`src/rtl/ks_sub_pipe.sv`:
```
// ks_sub_pipe: three-stage pipelined Kogge-Stone subtractor, diff = a - b - bin.
// Works as a + ~b + ~bin on the adder prefix tree; borrow-out is the inverted carry-out.
// Bit vectors inside the tree are WIDTH+1 wide: index 0 is the carry-in
// position (bit -1), index i+1 is operand bit i.
// Optional macro KS_SUB_FLAGS_EN adds registered out_zero / out_ovf flags.
module ks_sub_pipe #(
  parameter int WIDTH      = 8,
  parameter int TREE_SPLIT = 2
) (
  input  logic             clk,
  input  logic             rst_n,
  input  logic             in_valid,
  output logic             in_ready,
  input  logic [WIDTH-1:0] in_a,
  input  logic [WIDTH-1:0] in_b,
  input  logic             in_bin,
  output logic             out_valid,
  input  logic             out_ready,
  output logic [WIDTH-1:0] out_diff,
  output logic             out_bout
`ifdef KS_SUB_FLAGS_EN
  ,
  output logic             out_zero,
  output logic             out_ovf
`endif
);

  localparam int ROWS = $clog2(WIDTH) + 1;

  // Applies prefix rows row_lo..row_hi to (g,p); returns group G or P.
  // A row whose left operand group already reaches bit -1 is a grey cell,
  // so its group propagate is forced to 0.
  function automatic logic [WIDTH:0] prefix_rows(
    input logic [WIDTH:0] g_in,
    input logic [WIDTH:0] p_in,
    input int             row_lo,
    input int             row_hi,
    input logic           sel_p
  );
    logic [WIDTH:0] g;
    logic [WIDTH:0] p;
    int             d;
    g = g_in;
    p = p_in;
    for (int k = 1; k <= ROWS; k++) begin
      if (k >= row_lo && k <= row_hi) begin
        d = 1 << (k - 1);
        // descending order keeps g[j-d]/p[j-d] at their previous-row values
        for (int j = WIDTH; j >= 0; j--) begin
          if (j >= d) begin
            g[j] = g[j] | (p[j] & g[j-d]);
            p[j] = (j < 2 * d) ? 1'b0 : (p[j] & p[j-d]);
          end
        end
      end
    end
    return sel_p ? p : g;
  endfunction

  logic             v1, v2, v3;
  logic             adv1, adv2, adv3;
  logic [WIDTH:0]   s1_g, s1_p;
  logic [WIDTH:0]   s2_g, s2_p;
  logic [WIDTH-1:0] s2_pb;
  logic [WIDTH:0]   gc;
  logic [WIDTH-1:0] diff_n;
  logic             bout_n;

  assign adv3      = !v3 | out_ready;
  assign adv2      = !v2 | adv3;
  assign adv1      = !v1 | adv2;
  assign in_ready  = adv1;
  assign out_valid = v3;

  assign gc     = prefix_rows(s2_g, s2_p, TREE_SPLIT + 1, ROWS, 1'b0);
  assign diff_n = s2_pb ^ gc[WIDTH-1:0];
  assign bout_n = ~gc[WIDTH];

`ifdef KS_SUB_FLAGS_EN
  logic s1_amsb, s1_bmsb, s2_amsb, s2_bmsb;
`endif

  // Stage 1: register pre-processed (g,p) with the inverted borrow as carry-in.
  always_ff @(posedge clk) begin
    if (!rst_n) begin
      v1   <= 1'b0;
      s1_g <= '0;
      s1_p <= '0;
`ifdef KS_SUB_FLAGS_EN
      s1_amsb <= 1'b0;
      s1_bmsb <= 1'b0;
`endif
    end else if (adv1) begin
      v1   <= in_valid;
      s1_g <= {in_a & ~in_b, ~in_bin};
      s1_p <= {in_a ^ ~in_b, 1'b0};
`ifdef KS_SUB_FLAGS_EN
      s1_amsb <= in_a[WIDTH-1];
      s1_bmsb <= in_b[WIDTH-1];
`endif
    end
  end

  // Stage 2: register group (G,P) after the first TREE_SPLIT prefix rows.
  always_ff @(posedge clk) begin
    if (!rst_n) begin
      v2    <= 1'b0;
      s2_g  <= '0;
      s2_p  <= '0;
      s2_pb <= '0;
`ifdef KS_SUB_FLAGS_EN
      s2_amsb <= 1'b0;
      s2_bmsb <= 1'b0;
`endif
    end else if (adv2) begin
      v2    <= v1;
      s2_g  <= prefix_rows(s1_g, s1_p, 1, TREE_SPLIT, 1'b0);
      s2_p  <= prefix_rows(s1_g, s1_p, 1, TREE_SPLIT, 1'b1);
      s2_pb <= s1_p[WIDTH:1];
`ifdef KS_SUB_FLAGS_EN
      s2_amsb <= s1_amsb;
      s2_bmsb <= s1_bmsb;
`endif
    end
  end

  // Stage 3: finish the tree, post-XOR, and hold the result while stalled.
  always_ff @(posedge clk) begin
    if (!rst_n) begin
      v3       <= 1'b0;
      out_diff <= '0;
      out_bout <= 1'b0;
`ifdef KS_SUB_FLAGS_EN
      out_zero <= 1'b0;
      out_ovf  <= 1'b0;
`endif
    end else if (adv3) begin
      v3       <= v2;
      out_diff <= diff_n;
      out_bout <= bout_n;
`ifdef KS_SUB_FLAGS_EN
      out_zero <= (diff_n == '0);
      out_ovf  <= (s2_amsb != s2_bmsb) & (diff_n[WIDTH-1] != s2_amsb);
`endif
    end
  end

endmodule

```
`config.mk`:
```
export PLATFORM = sky130hd
export DESIGN_NAME = ks_sub_pipe
export DESIGN_NICKNAME = d
export VERILOG_FILES = /design/src/rtl/ks_sub_pipe.sv
export SDC_FILE = /design/constraint.sdc
export NUM_CORES = 1
export LEC_CHECK = 0
export ABC_CLOCK_PERIOD_IN_PS = 1100
export CAP_MARGIN = 0
export CORE_MARGIN = 1
export CORE_UTILIZATION = 48
export CTS_BUF_LIST = sky130_fd_sc_hd__clkbuf_4 sky130_fd_sc_hd__clkbuf_8 sky130_fd_sc_hd__clkbuf_16
export DETAILED_ROUTE_END_ITERATION = 16
export GPL_TIMING_DRIVEN = 1
export HOLD_SLACK_MARGIN = 0.02
export PLACE_DENSITY_LB_ADDON = 0.1
export SETUP_SLACK_MARGIN = 0.02
export SYNTH_ARGS = -nofsm -noshare
export SYNTH_HDL_FRONTEND = slang
export SYNTH_SLANG_ARGS = --single-unit
```
`constraint.sdc`:
```
create_clock -name clk -period 1.1 [get_ports clk]
set_input_delay 0.165 -clock clk [delete_from_list [all_inputs] [get_ports clk]]
set_output_delay 0.165 -clock clk [all_outputs]
set_load 0.005 [all_outputs]
```
; ---- Word level (Yosys, flattened, before mapping)
; Cells that the tools add are included.
[op_classes]
n_bitwise = 64
reduce_logical = 3
muxes = 4
[ops]
columns = op, n
row1 = $and 1x1->1, 34
row2 = $mux 8, 4
row3 = $or 1x1->1, 24
row4 = $xor 8x8->8, 2
row5 = $and 8x8->8, 1
row6 = $not 8->8, 1
row7 = $logic_not 1->1, 3
row8 = $not 1->1, 2
[totals]
reg_bits = 52

; ---- Longest topological paths before layout
[logic_depth]
ltp_word = 7
mapped_depth = 6

; ---- Worst setup path before layout
; OpenSTA, ideal clock, no wires.
[synth_timing]
path_type = flip-flop to flip-flop
from = reg v3, in the netlist out_valid
to = reg s1_g[0]
path_stages_with_launch = 6
arrival_ns = 1.080
setup_ns = 0.116
period_less_slack_ns = 1.197
setup_slack_ns = -0.097
cell_sequence = dfxtp_1 -> and4b_1 -> buf_6 -> inv_8 -> buf_8 -> o211a_1
[synth_between]
elab_chain_cells = 4
[synth_lines]
columns = element, line_no
row1 = start: declaration, 60  ; logic v1, v2, v3;
row2 = start signal: assignment, 138  ; v3 <= v2;
row3 = $logic_not 1->1, 69  ; assign adv3 = !v3 | out_ready;
row4 = $or 1x1->1, 69
row5 = $or 1x1->1, 70  ; assign adv2 = !v2 | adv3;
row6 = $or 1x1->1, 71  ; assign adv1 = !v1 | adv2;
row7 = named net in_ready, 13  ; output logic in_ready,
row8 = end signal: assignment, 95  ; s1_g <= {in_a & ~in_b, ~in_bin};
row9 = end: declaration, 62  ; logic [WIDTH:0] s1_g, s1_p;
; The timed path passes the listed nets, and every way through them passes these cells.
; A chain may end at the register's enable or synchronous reset.

; ---- Final worst setup path
[layout_timing]
from = reg v3, in the netlist out_valid
to = out in_ready
[layout_between]
elab_chain_cells = 4
[layout_lines]
columns = element, line_no
row1 = $logic_not 1->1, 69
row2 = $or 1x1->1, 69
row3 = $or 1x1->1, 70
row4 = $or 1x1->1, 71
row5 = end: declaration, 13
; No other way between the ends.

==> metrics.txt <==
final setup margin=-0.151 ns; initial DRC count=between 100 and 150; routed len/inst=13.6 microns; Top FF cell, synth=dfxtp_1; R2R Setup Slk=-0.14 ns; Die ar.=between 0.005 and 0.006 sq mm; pin count of the biggest net entering global routing=29; Seq/Total Area, Yosys=44.7%; Sink Count=around 50; maxcap violations=0; hold_buf cts=0; Arr. time, crit path=~1.1 ns; number of H-tree levels=2; layout cells sized above 1=27.0%; DRC Markers=3; Syn Area/Cell=between 8 and 9 sq um; async set-or-reset flop fraction in the synthesized netlist=0%; CTS root buf=clkbuf_8; CTS Buf Count=5; Tot GR Track Use=approximately a fifth; Slew @ Worst Pin=between 0.2 and 0.3 ns; Hold Path Class=input port to register; final cell count without fillers=around 360; die height=approximately 71 microns; first-pass GRT wire length=between 8000 and 9000 microns; FF-to-FF Start=out_valid; status=finished with violations; Slew HR=approximately 82%; GPL Wtd Cong=between 0.7 and 0.8; dpl cells=~340; Starting Density=between 50 and 60%; largest stage delay on the critical path=about 0.35 ns; fin. max-slew vios=0; #FFs+latches synth=roughly 50; diodes inserted=0; CTS tree=built; final clock skew=between 0.006 and 0.007 ns; Peak Freq=~800 MHz; DRT Pass-1 Iters=13; crit end category=output pin; VDD IR-drop max=~0.77 mV; GRT overflow=0; CP Max Fanout=2; Cell Rows=24; type of the worst setup path=register to output pin; DIE WIDTH=71.0 microns; HP Start=out_ready; WP buf/inv=2; core area=~0.0045 sq mm; cells along the critical path=and4b_4 -> inv_8 -> buf_6; failing checks=design-rule violations, negative setup slack; IO Pins=32; port buffer count=31; Pwr Density=between 1000 and 1500 mW/mm^2; final core utilization=between 60% and 70%; final worst path period share=114%; final hold viol count=0; DRT Wirelength=between 4000 and 5000 microns; required time of the critical path=0.94 ns; Clk pin slew, worst setup/hold paths=0.09 ns; Detail Placement HPWL=between 3000 and 4000 microns; initial antenna violation count=0; vias in the first global route=between 1,500 and 2,000; area grow syn2layout=35.6%; Crit. Startpoint=out_valid; EDFF count, synth=0; delay-heaviest family, CP=flip-flops; LEAKAGE=approximately 1.4 nW; Post-Synthesis Cells=around 260; startpoint types=register; Antenna Nets Post-Route=0; clk_lat worst skew=roughly 0.31 ns; WHS=between 0.4 and 0.5 ns; vias per cell=between 5 and 6; Longest Clk Path Bufs=2; Critical-path top delay cell=dfxtp_2; crit path time final=roughly 1.3 ns; Mapped Area=0.00228 sq mm; post-synth cell types=35; pre-CTS WS=-0.564 ns; Ys Warns=0; final net count=roughly 340; final setup fails=31; RSZ-0062 raised after global routing=true; syn nets=~280; routed vias=~1,900
## final cells by class
cell class,count,area (sq um)
fillers,366,1380
multi-input cells,179,1190
well taps,52,65.1
inverters,9,41.3
repair buffers,60,641
clock inverters,2,35.0
flip-flops and latches,51,1040
clock buffers,6,82.6
## flip-flops by register name, indices dropped and copies added (netlist names)
| name | flops |
|---|---|
| out_bout | 1 |
| v2 | 1 |
| s2_p | 5 |
| out_diff | 8 |
| s1_g | 9 |
| s2_pb | 8 |
| out_valid | 1 |
| s2_g | 9 |
| v1 | 1 |
| s1_p | 8 |
## synth_stat cells, drive strengths merged, types with 2 or more instances
cell	count	area [sq um]
clkbuf	6	25.0
or4b	3	30.0
a21oi	11	55.1
ha	8	100
inv	9	41.3
and2	3	18.8
a21boi	30	251
nand4	7	43.8
nand2	62	233
nor2	2	7.51
nand3	11	55.1
o21ai	7	35.0
dfxtp	51	1020
nand2b	3	18.8
o21a	3	22.5
xnor2	4	35.0
nand3b	3	22.5
buf	11	87.6
a31oi	6	37.5
a21o	3	22.5
o211a	5	50.1
## metal layers
layer | vias up | track usage (%) | part of all wire [%]
met3 | 9 | 4.42 | 3.6
met5 | - | 0 | 0
met4 | 0 | 8.00 | 1.9
li1 | 975 | - | -
met1 | 861 | 25.8 | 45
met2 | 45 | 35.7 | 50
## kinds of logic after synthesis
kind of cell             synth area share, %
AO/OA/AOI/OAI                           21.6
XOR/XNOR                                1.53
adder cells (fa/ha/maj)                 4.39
buffers and inverters                   6.74
flip-flops                              44.7
AND/OR/NAND/NOR                         21.0
## layout by cell type (no fill, tap or decap), drive strengths merged, types with 4 or more instances in the layout
| master | instances |
|---|---|
| ha | 8 |
| clkdlybuf4s50 | 19 |
| nand3 | 11 |
| o211a | 5 |
| inv | 9 |
| dlygate4sd2 | 8 |
| nand4 | 7 |
| a21oi | 11 |
| o21ai | 7 |
| clkbuf | 8 |
| xnor2 | 4 |
| buf | 29 |
| nand2 | 62 |
| dfxtp | 51 |
| a31oi | 6 |
| a21boi | 30 |
## worst register-to-register path, stage by stage, from the launching register on
cell,delay [ns]
dfxtp_2,0.34
buf_6,0.12
nor2b_4,0.14
or4b_1,0.50
nand3_1,0.09
## worst paths after layout
kind	endpoint	depth (start not counted)
max	in_ready	3
min	out_diff[6]	5
max reg2reg	out_diff[7]	4
min reg2reg	s2_p[4]	2
## power breakdown
group | switching [mW] | leakage, nW | internal [mW] | total [mW]
Clock | 0.623 | 0.0612 | 0.737 | 1.36
Combinational | 0.176 | 0.871 | 0.259 | 0.435
Sequential | 0.0785 | 0.423 | 1.94 | 2.02
Total | 0.878 | 1.36 | 2.94 | 3.82
## per-stage QoR
stage	area [sq um]	total power [mW]	TNS [ns]
after detailed placement	2720	2.47	-19.87
after global routing	3100	3.98	-4.40
after floorplan	2300	2.27	-0.271
after CTS	2930	3.80	-2.29
after global placement	2720	2.46	-19.42
final	3100	3.82	-2.41
## repair_timing
action | in CTS | in global routing
pin swaps | 1 | 23
gates resized for setup | 47 | 41
setup buffers | 3 | 4
gates cloned | 2 | 3
setup endpoints to repair | 56 | 51
Note: power is estimated with default switching activity, not from simulation.
